## src/rtl/uart_tx_arbiter.sv

```systemverilog
// uart_tx_arbiter
//   Shares one UART transmitter between two byte-stream requesters. A
//   requester that wins the grant keeps it for its whole message (until its
//   byte flagged "last" has been sent), so messages are never interleaved.
//   Ties are broken round-robin against the most recent owner.
//
// Ports
//   clk                     rising-edge clock
//   i_reset                 asynchronous, active-high reset
//   i_reqN_valid/data/last  requester N offers a byte (N = 0, 1)
//   o_reqN_ready            byte from requester N is taken this cycle
//   o_tx_start              one-cycle start pulse to the transmitter
//   o_tx_data               byte for the transmitter, held until next accept
//   i_tx_busy               transmitter is shifting a frame
//   o_grant                 one-hot owner, 2'b00 when idle
//   o_timeout               one-cycle pulse when the transmitter never went busy
module uart_tx_arbiter #(
  parameter int DW          = 8,
  parameter int ACK_TIMEOUT = 4
) (
  input  logic          clk,
  input  logic          i_reset,
  input  logic          i_req0_valid,
  input  logic [DW-1:0] i_req0_data,
  input  logic          i_req0_last,
  input  logic          i_req1_valid,
  input  logic [DW-1:0] i_req1_data,
  input  logic          i_req1_last,
  output logic          o_req0_ready,
  output logic          o_req1_ready,
  output logic          o_tx_start,
  output logic [DW-1:0] o_tx_data,
  input  logic          i_tx_busy,
  output logic [1:0]    o_grant,
  output logic          o_timeout
);

  localparam int CW = $clog2(ACK_TIMEOUT + 1);
  localparam logic [CW-1:0] TIMEOUT_CNT = CW'(ACK_TIMEOUT);

  typedef enum logic [2:0] {
    IDLE,
    GRANT,
    START,
    ACK,
    DONE
  } state_t;

  state_t        state_q, state_d;
  logic          owner_q, owner_d;
  logic          recent_q, recent_d;
  logic          last_q, last_d;
  logic [DW-1:0] data_q, data_d;
  logic [CW-1:0] cnt_q, cnt_d;
  logic          start_q, start_d;
  logic          timeout_q, timeout_d;
  logic [1:0]    grant_q, grant_d;

  logic          pick_req1;
  logic          accept;
  logic [CW-1:0] cnt_inc;

  // Ready follows i_tx_busy combinationally so a byte is never handed over
  // while the previous frame is still shifting out.
  assign o_req0_ready = (state_q == GRANT) && !owner_q && !i_tx_busy;
  assign o_req1_ready = (state_q == GRANT) &&  owner_q && !i_tx_busy;

  // Requester 1 wins when it is alone, or when both ask and requester 0
  // held the grant most recently.
  assign pick_req1 = i_req1_valid && (!i_req0_valid || !recent_q);

  assign accept  = owner_q ? (i_req1_valid && o_req1_ready)
                           : (i_req0_valid && o_req0_ready);
  assign cnt_inc = cnt_q + CW'(1);

  always_comb begin
    state_d   = state_q;
    owner_d   = owner_q;
    recent_d  = recent_q;
    last_d    = last_q;
    data_d    = data_q;
    cnt_d     = cnt_q;
    start_d   = 1'b0;
    timeout_d = 1'b0;
    grant_d   = grant_q;

    case (state_q)
      IDLE: begin
        if (i_req0_valid || i_req1_valid) begin
          owner_d = pick_req1;
          grant_d = pick_req1 ? 2'b10 : 2'b01;
          state_d = GRANT;
        end
      end

      // The grant is held here for as long as the owner takes; the other
      // requester is simply ignored until the message ends.
      GRANT: begin
        if (accept) begin
          data_d  = owner_q ? i_req1_data : i_req0_data;
          last_d  = owner_q ? i_req1_last : i_req0_last;
          start_d = 1'b1;
          state_d = START;
        end
      end

      START: begin
        cnt_d   = '0;
        state_d = ACK;
      end

      // Give the transmitter ACK_TIMEOUT cycles to acknowledge the start
      // pulse; if it never does, flag it and carry on rather than stall.
      ACK: begin
        if (i_tx_busy) begin
          state_d = DONE;
        end else begin
          cnt_d = cnt_inc;
          if (cnt_inc == TIMEOUT_CNT) begin
            timeout_d = 1'b1;
            state_d   = DONE;
          end
        end
      end

      DONE: begin
        if (!i_tx_busy) begin
          if (last_q) begin
            recent_d = owner_q;
            grant_d  = 2'b00;
            state_d  = IDLE;
          end else begin
            state_d = GRANT;
          end
        end
      end

      default: state_d = IDLE;
    endcase
  end

  always_ff @(posedge clk or posedge i_reset) begin
    if (i_reset) begin
      state_q   <= IDLE;
      owner_q   <= 1'b0;
      recent_q  <= 1'b1;
      last_q    <= 1'b0;
      data_q    <= '0;
      cnt_q     <= '0;
      start_q   <= 1'b0;
      timeout_q <= 1'b0;
      grant_q   <= 2'b00;
    end else begin
      state_q   <= state_d;
      owner_q   <= owner_d;
      recent_q  <= recent_d;
      last_q    <= last_d;
      data_q    <= data_d;
      cnt_q     <= cnt_d;
      start_q   <= start_d;
      timeout_q <= timeout_d;
      grant_q   <= grant_d;
    end
  end

  assign o_tx_start = start_q;
  assign o_tx_data  = data_q;
  assign o_grant    = grant_q;
  assign o_timeout  = timeout_q;

endmodule

```

## config.mk

```make
export PLATFORM = sky130hd
export DESIGN_NAME = uart_tx_arbiter
export DESIGN_NICKNAME = d
export VERILOG_FILES = /design/src/rtl/uart_tx_arbiter.sv
export SDC_FILE = /design/constraint.sdc
export NUM_CORES = 1
export LEC_CHECK = 0
export CORE_UTILIZATION = 48
export CTS_CLUSTER_SIZE = 16
export DETAILED_ROUTE_END_ITERATION = 8
export PLACE_DENSITY = 0.87
export SYNTH_ARGS = -nofsm -noshare
export SYNTH_HDL_FRONTEND = slang
export SYNTH_SLANG_ARGS = --single-unit
export TNS_END_PERCENT = 10
```

## constraint.sdc

```tcl
create_clock -name clk -period 3.9 [get_ports clk]
set_clock_uncertainty 0.15 [all_clocks]
set_input_delay 0.78 -clock clk [delete_from_list [all_inputs] [get_ports clk]]
set_output_delay 0.78 -clock clk [all_outputs]
set_load 0.01 [all_outputs]
```

# Word level (Yosys, flattened, before mapping)
# Cells that the tools add are included.
op_classes:
  mux: 22
  addsub: 1
  n_bitwise: 1
  n_eq_ne: 11
  n_reduce_logical: 22
ops:
  columns: ["op", "count"]
  rows:
  - ["2-to-1 mux 3 bit", 6]
  - ["one-hot mux 3 bit (5 select lines)", 1]
  - ["inequality test 2 bit (second input constant)", 5]
  - ["2-to-1 mux 1 bit", 8]
  - ["2-to-1 mux 2 bit", 4]
  - ["2-to-1 mux 8 bit", 1]
  - ["AND reduction 4 bit", 2]
  - ["logical AND 1 bit", 7]
  - ["equality test 3 x 2 -> 1 bit (second input constant)", 2]
  - ["equality test 3 bit (second input constant)", 2]
  - ["one-hot mux 3 bit (2 select lines)", 1]
  - ["AND reduction 2 bit", 3]
  - ["zero test 1 bit", 4]
  - ["one-hot mux 2 bit (2 select lines)", 1]
  - ["nonzero test 2 bit", 2]
  - ["adder 3 x 1 -> 3 bit (second input constant)", 1]
  - ["equality test 3 x 1 -> 1 bit (second input constant)", 1]
  - ["zero test 3 bit", 1]
  - ["inequality test 3 bit (second input constant)", 1]
  - ["AND reduction 3 bit", 1]
  - ["logical OR 1 bit", 2]
  - ["inverter 1 bit", 1]
totals:
  reg_bits: 21
  input_bits: 23
  word_cells: 66
  output_inout_bits: 14

# Logic depth before layout (Yosys ltp)
# Gate-level depths: netlist of run 1.
depth:
  depth_word: 7
  ltp_mapped: 5

# Least setup slack after synthesis of run 1
# OpenSTA, ideal clock, no wires.
synth_path:
  path_type: "input-to-output"
  startpoint: "input port i_tx_busy"
  endpoint: "output port o_req0_ready"
  arrival_time_ns: 1.739
  n_path_buf: 2
  setup_slack_ns: 1.231
  stages: 4
  path_cell_list: "buf_2 -> or4b_4 -> buf_2 -> nor2_1"
synth_between:
  elab_chain_len: 2
synth_lines:
  columns: ["element", "line_no", "source"]
  rows:
  - ["from (decl)", "33", "input logic i_tx_busy,"]
  - ["zero test 1 bit", null, null]
  - ["logical AND 1 bit", "65", "assign o_req0_ready = (state_q == GRANT) && !owner_q && !i_tx_busy;"]
  - ["to (decl)", "29", "output logic o_req0_ready,"]
# No other way between the ends.

# Worst setup path in the final report of run 1
# Same ends and word-level chain as after synthesis.

==> flow_results.org, run 1 <==
** Outcome
- The flow ran to the end, and the final reports show no timing, DRC or antenna violations.

** Place
- At the end of routability-driven placement, the weighted congestion stood at about 0.86.
- OpenSTA, run right after detailed placement, puts the worst setup slack at around 500 ps.
- Cell total after placement :: 167
- Instance area at placement :: 0.00148 mm2
- Input/output buffers :: 36
- Detailed placement HPWL :: 1890 um

** STA
- Setup violations remaining at the end of the flow were counted as 0.
- Setup repair after global routing left no endpoint under its margin.
- Dividing the final minimum period by the clock period gives 87.9%.
- The number of hold-slack violations in the final timing report is 0.
- Sum of negative setup slack :: 0 ps
- Achievable Freq :: 0.292 GHz
- Actual slew at the worst max-slew pin :: ~800 ps
- Max Transition Viols Final :: 0
- Setup slack after layout :: roughly 470 ps
- Minimum hold slack :: approximately 350 ps
- The routed design could run at a clock period as short as around 3400 ps.
- In this run the tightest slew margin relative to its limit is 46.7%.

** Die
- The initialized floorplan defines 17 standard-cell rows.
- Die height :: between 50 and 60 um
- The floorplan step defined a core boundary enclosing ~0.0022 mm2.
- Die Outline Area :: 0.00254 mm2
- 37 I/O pins were placed.
- The die is 50.4 um wide.
- For this configuration, the core starts out at a cell density of 50.7%.

** Clock tree
- Clock-pin slew on the worst setup and hold paths :: 110 ps
- H-tree levels :: 1
- Clk buf depth :: 2
- Number of CTS-inserted buffers :: 3
- At the later pin of the worst-skew pair, clock insertion delay measures 290 ps.
- Total setup buffers inserted after CTS :: 0
- The tree is rooted in a clkbuf_4.
- Post-CTS repair changed the size of 0 cells.
- The clock net in this run drives a total of 21 sinks.
- After clock tree synthesis, the flow added hold-fix buffers numbering 0.
- TritonCTS built the clock tree.

** GRT
- Global routing consumed, over all layers together, approximately 23% of the routing resources.
- First-pass GRT wire length :: ~4500 um
- Entering global routing, the biggest net connects 22 pins.
- For this run the aggregate overflow at the end of global routing stands at 0.
- Vias in the first global route :: approximately 960
- Antenna violations before repair :: 0

** Route
- Before antenna repair, the detailed router went through 4 iterations.
- Once detail routing completed, the nets flagged for antenna violations numbered 0.
- Dividing the detail-routed via count by the number of cells gives 5.51.
- DRT iter0 DRCs :: 14
- For this run, design rule violations remaining after detail routing come to 0.
- Number of vias after detailed routing :: 943
- For this block, the routed nets add up to 2540 um of wire.
- Dividing the detail-routed wire length by the instance count gives ~15 um.

** Logic synthesis
- Net count after synthesis :: around 140
- Yosys instantiated no cell more often than dfrtp_1.
- Synth top cells by count :: dfrtp_1 (20), o21ai_0 (12), mux2i_1 (11), o21ai_1 (8)
- Sequential elements use between 40 and 50% of the synthesized area.
- Number of different library cells in the post-synthesis netlist :: 33
- Number of synthesized flops with an enable pin :: 0
- In the synthesized netlist the dominant register cell turns out to be dfrtp_1.
- Post-Synthesis Mean Instance Area :: 10.2 um2
- The synthesized design devotes to its leading area cell type 44.6% of total area.
- Counting flops with an async set or reset pin after synthesis yields a share of between 90% and 100%.
- Gate count after technology mapping :: 110
- Yosys attributes the largest share of cell area to dfrtp_1 (45%), mux2i_1 (9.8%), o21ai_0 (5.4%).
- Post-synthesis instance area :: between 0.001 and 0.0015 mm2
- Yosys printed 0 warnings.
- Library cell with the largest summed area after synthesis :: dfrtp_1
- Synthesized flop and latch total :: 21

** Power and ir drop
- The share of total power dissipated in combinational logic is 48.0%.
- The clock network is responsible for around a tenth of the overall power.
- Leak pwr :: approximately 0.65 nW
- Cell-internal power :: 0.625 mW
- Switching share of power :: between 30% and 40%
- Switching power of the nets :: 0.380 mW
- Peak supply drop :: 442 uV
- Power density over the cells :: 666 mW/mm2
- Sequential cells burn 41.7% of the power.

** Cells and area
- Summing all multi-input logic gate instances after layout gives 522 um2.
- Post-route cell area :: 0.00151 mm2
- The final layout contains 169 nets.
- Filler-free cell count of the finished design :: 171
- # diodes :: 0
- Summing all flip-flop and latch instances after layout gives 527 um2.
- The layout has 190 filler cells.
- Fraction of final layout cells sized beyond drive strength 1 :: 6.99%
- From synthesis to final layout, the design area changed by 34.3%.

** Setup path
- The number of buffers and inverters on the critical path is 2.
- The signal on the critical path passes through clkdlybuf4s50_1 > or4b_4 > nor2_1 > clkdlybuf4s50_1.
- Endpoint class of the critical path :: primary output
- Startpoint type of the worst setup path :: input pin
- Data on the critical path arrives at its endpoint at ~2500 ps.
- Cell with the biggest individual delay on the critical path :: or4b_4
- Type of the worst setup path :: input pin to primary output
- Crit-path max cell delay :: 590 ps
- CP dominant cell by count :: clkdlybuf4s50_1
- Among cell families on the critical path, the largest total delay comes from buffers and inverters.
- Data required time at the worst endpoint :: 2970 ps
- Of all nets on the critical path, the largest fanout is 12.

** Job
- Max cap viols :: 0

** Worst hold path
- Min-Delay Path Class :: register to register
[kinds of logic after synthesis]
| logic type | synth area share [%] |
|---|---|
| adders and majority gates | 2.23 |
| DFF | 46.9 |
| AOI/OAI and AO/OA | 18.6 |
| buffers and inverters | 6.58 |
| and+or+nand+nor | 13.0 |
| muxes | 11.8 |
| xor gates and xnor gates | 0.781 |
[routing by layer]
metal	share of wire, %	up-vias	global-route usage [%]
li1	-	457	-
met1	43	455	28.2
met2	52	29	40.9
met3	4.4	2	3.94
met4	0.47	0	7.41
met5	0	-	0
[state kept, by name, indices dropped and copies added (netlist names)]
signal	cells
o_tx_data	8
o_tx_start	1
o_timeout	1
o_grant	2
last_q	1
cnt_q	3
recent_q	1
owner_q	1
state_q	3
[power groups by stage]
stage | clock network [mW] | registers (mW) | logic (mW)
3_5_place_dp | 0 | 0.422 | 0.482
6_report | 0.103 | 0.419 | 0.483
2_1_floorplan | 0 | 0.382 | 0.334
5_1_grt | 0.117 | 0.435 | 0.533
3_3_place_gp | 0 | 0.415 | 0.468
4_1_cts | 0.108 | 0.419 | 0.487
[through the flow]
step | total power, mW | utilization, %
after floorplan | 0.716 | -
after global placement | 0.883 | 67.0
after detailed placement | 0.904 | 67.0
after CTS | 1.01 | 68.2
after global routing | 1.08 | 68.2
final | 1.00 | 68.2
[area by class of cell]
| class | count | area share, % |
|---|---|---|
| Timing Repair Buffer | 38 | 24.9 |
| Tap cell | 28 | 2.32 |
| Multi-Input combinational cell | 74 | 34.6 |
| Sequential cell | 21 | 34.9 |
| Inverter | 6 | 1.49 |
| Clock buffer | 4 | 1.74 |
[cells in the final DEF, fill, tap and decap left out, types with 2 or more instances in the layout]
master,Yosys,layout
nand3b_1,2,2
nor3b_1,3,3
nand4_1,2,2
buf_4,0,2
nor2_1,4,4
dfrtp_1,20,20
clkdlybuf4s50_1,0,36
ha_1,2,2
clkbuf_4,0,3
o21ai_1,8,8
mux2_2,2,2
a22o_1,6,6
nand2b_1,3,3
o21ai_0,12,12
mux2i_1,11,11
inv_1,6,6
nand2_1,5,5
[final timing paths]
kind	startpoint	end	slack (ps)	cells after the start
setup / recovery	i_tx_busy	o_req0_ready	470	4
hold / removal	o_grant[1]$_DFFE_PP0P_	o_grant[1]$_DFFE_PP0P_	350	1
setup reg to reg	state_q[2]$_DFFE_PP0P_	o_tx_data[5]$_DFFE_PP0P_	1880	3
hold reg to reg	o_grant[1]$_DFFE_PP0P_	o_grant[1]$_DFFE_PP0P_	350	1
max in group asynchronous	i_reset	o_timeout$_DFF_PP0_	2330	2
min in group asynchronous	i_reset	o_tx_start$_DFF_PP0_	770	2
[worst register-to-register path, delay by kind of cell (launching register included)]
family,cells,cell delay [ps]
AO/OA/AOI/OAI,1,200
AND/OR/NAND/NOR,2,1070
flip-flops,1,530
No activity file was read; power rests on OpenSTA's default activity.
==> run 2, diff against run 1 <==
Settings changed: SLEW_MARGIN from default to 20.
==> results of run 2 <==
No change in the layout: final DEF, timing and power equal those of run 1.
==> run 3, diff against run 2 <==
Settings changed: ABC_CLOCK_PERIOD_IN_PS from default to 3900, SKIP_LAST_GASP from default to 1.
==> results of run 3 <==
No change in the layout: final DEF, timing and power equal those of run 1.
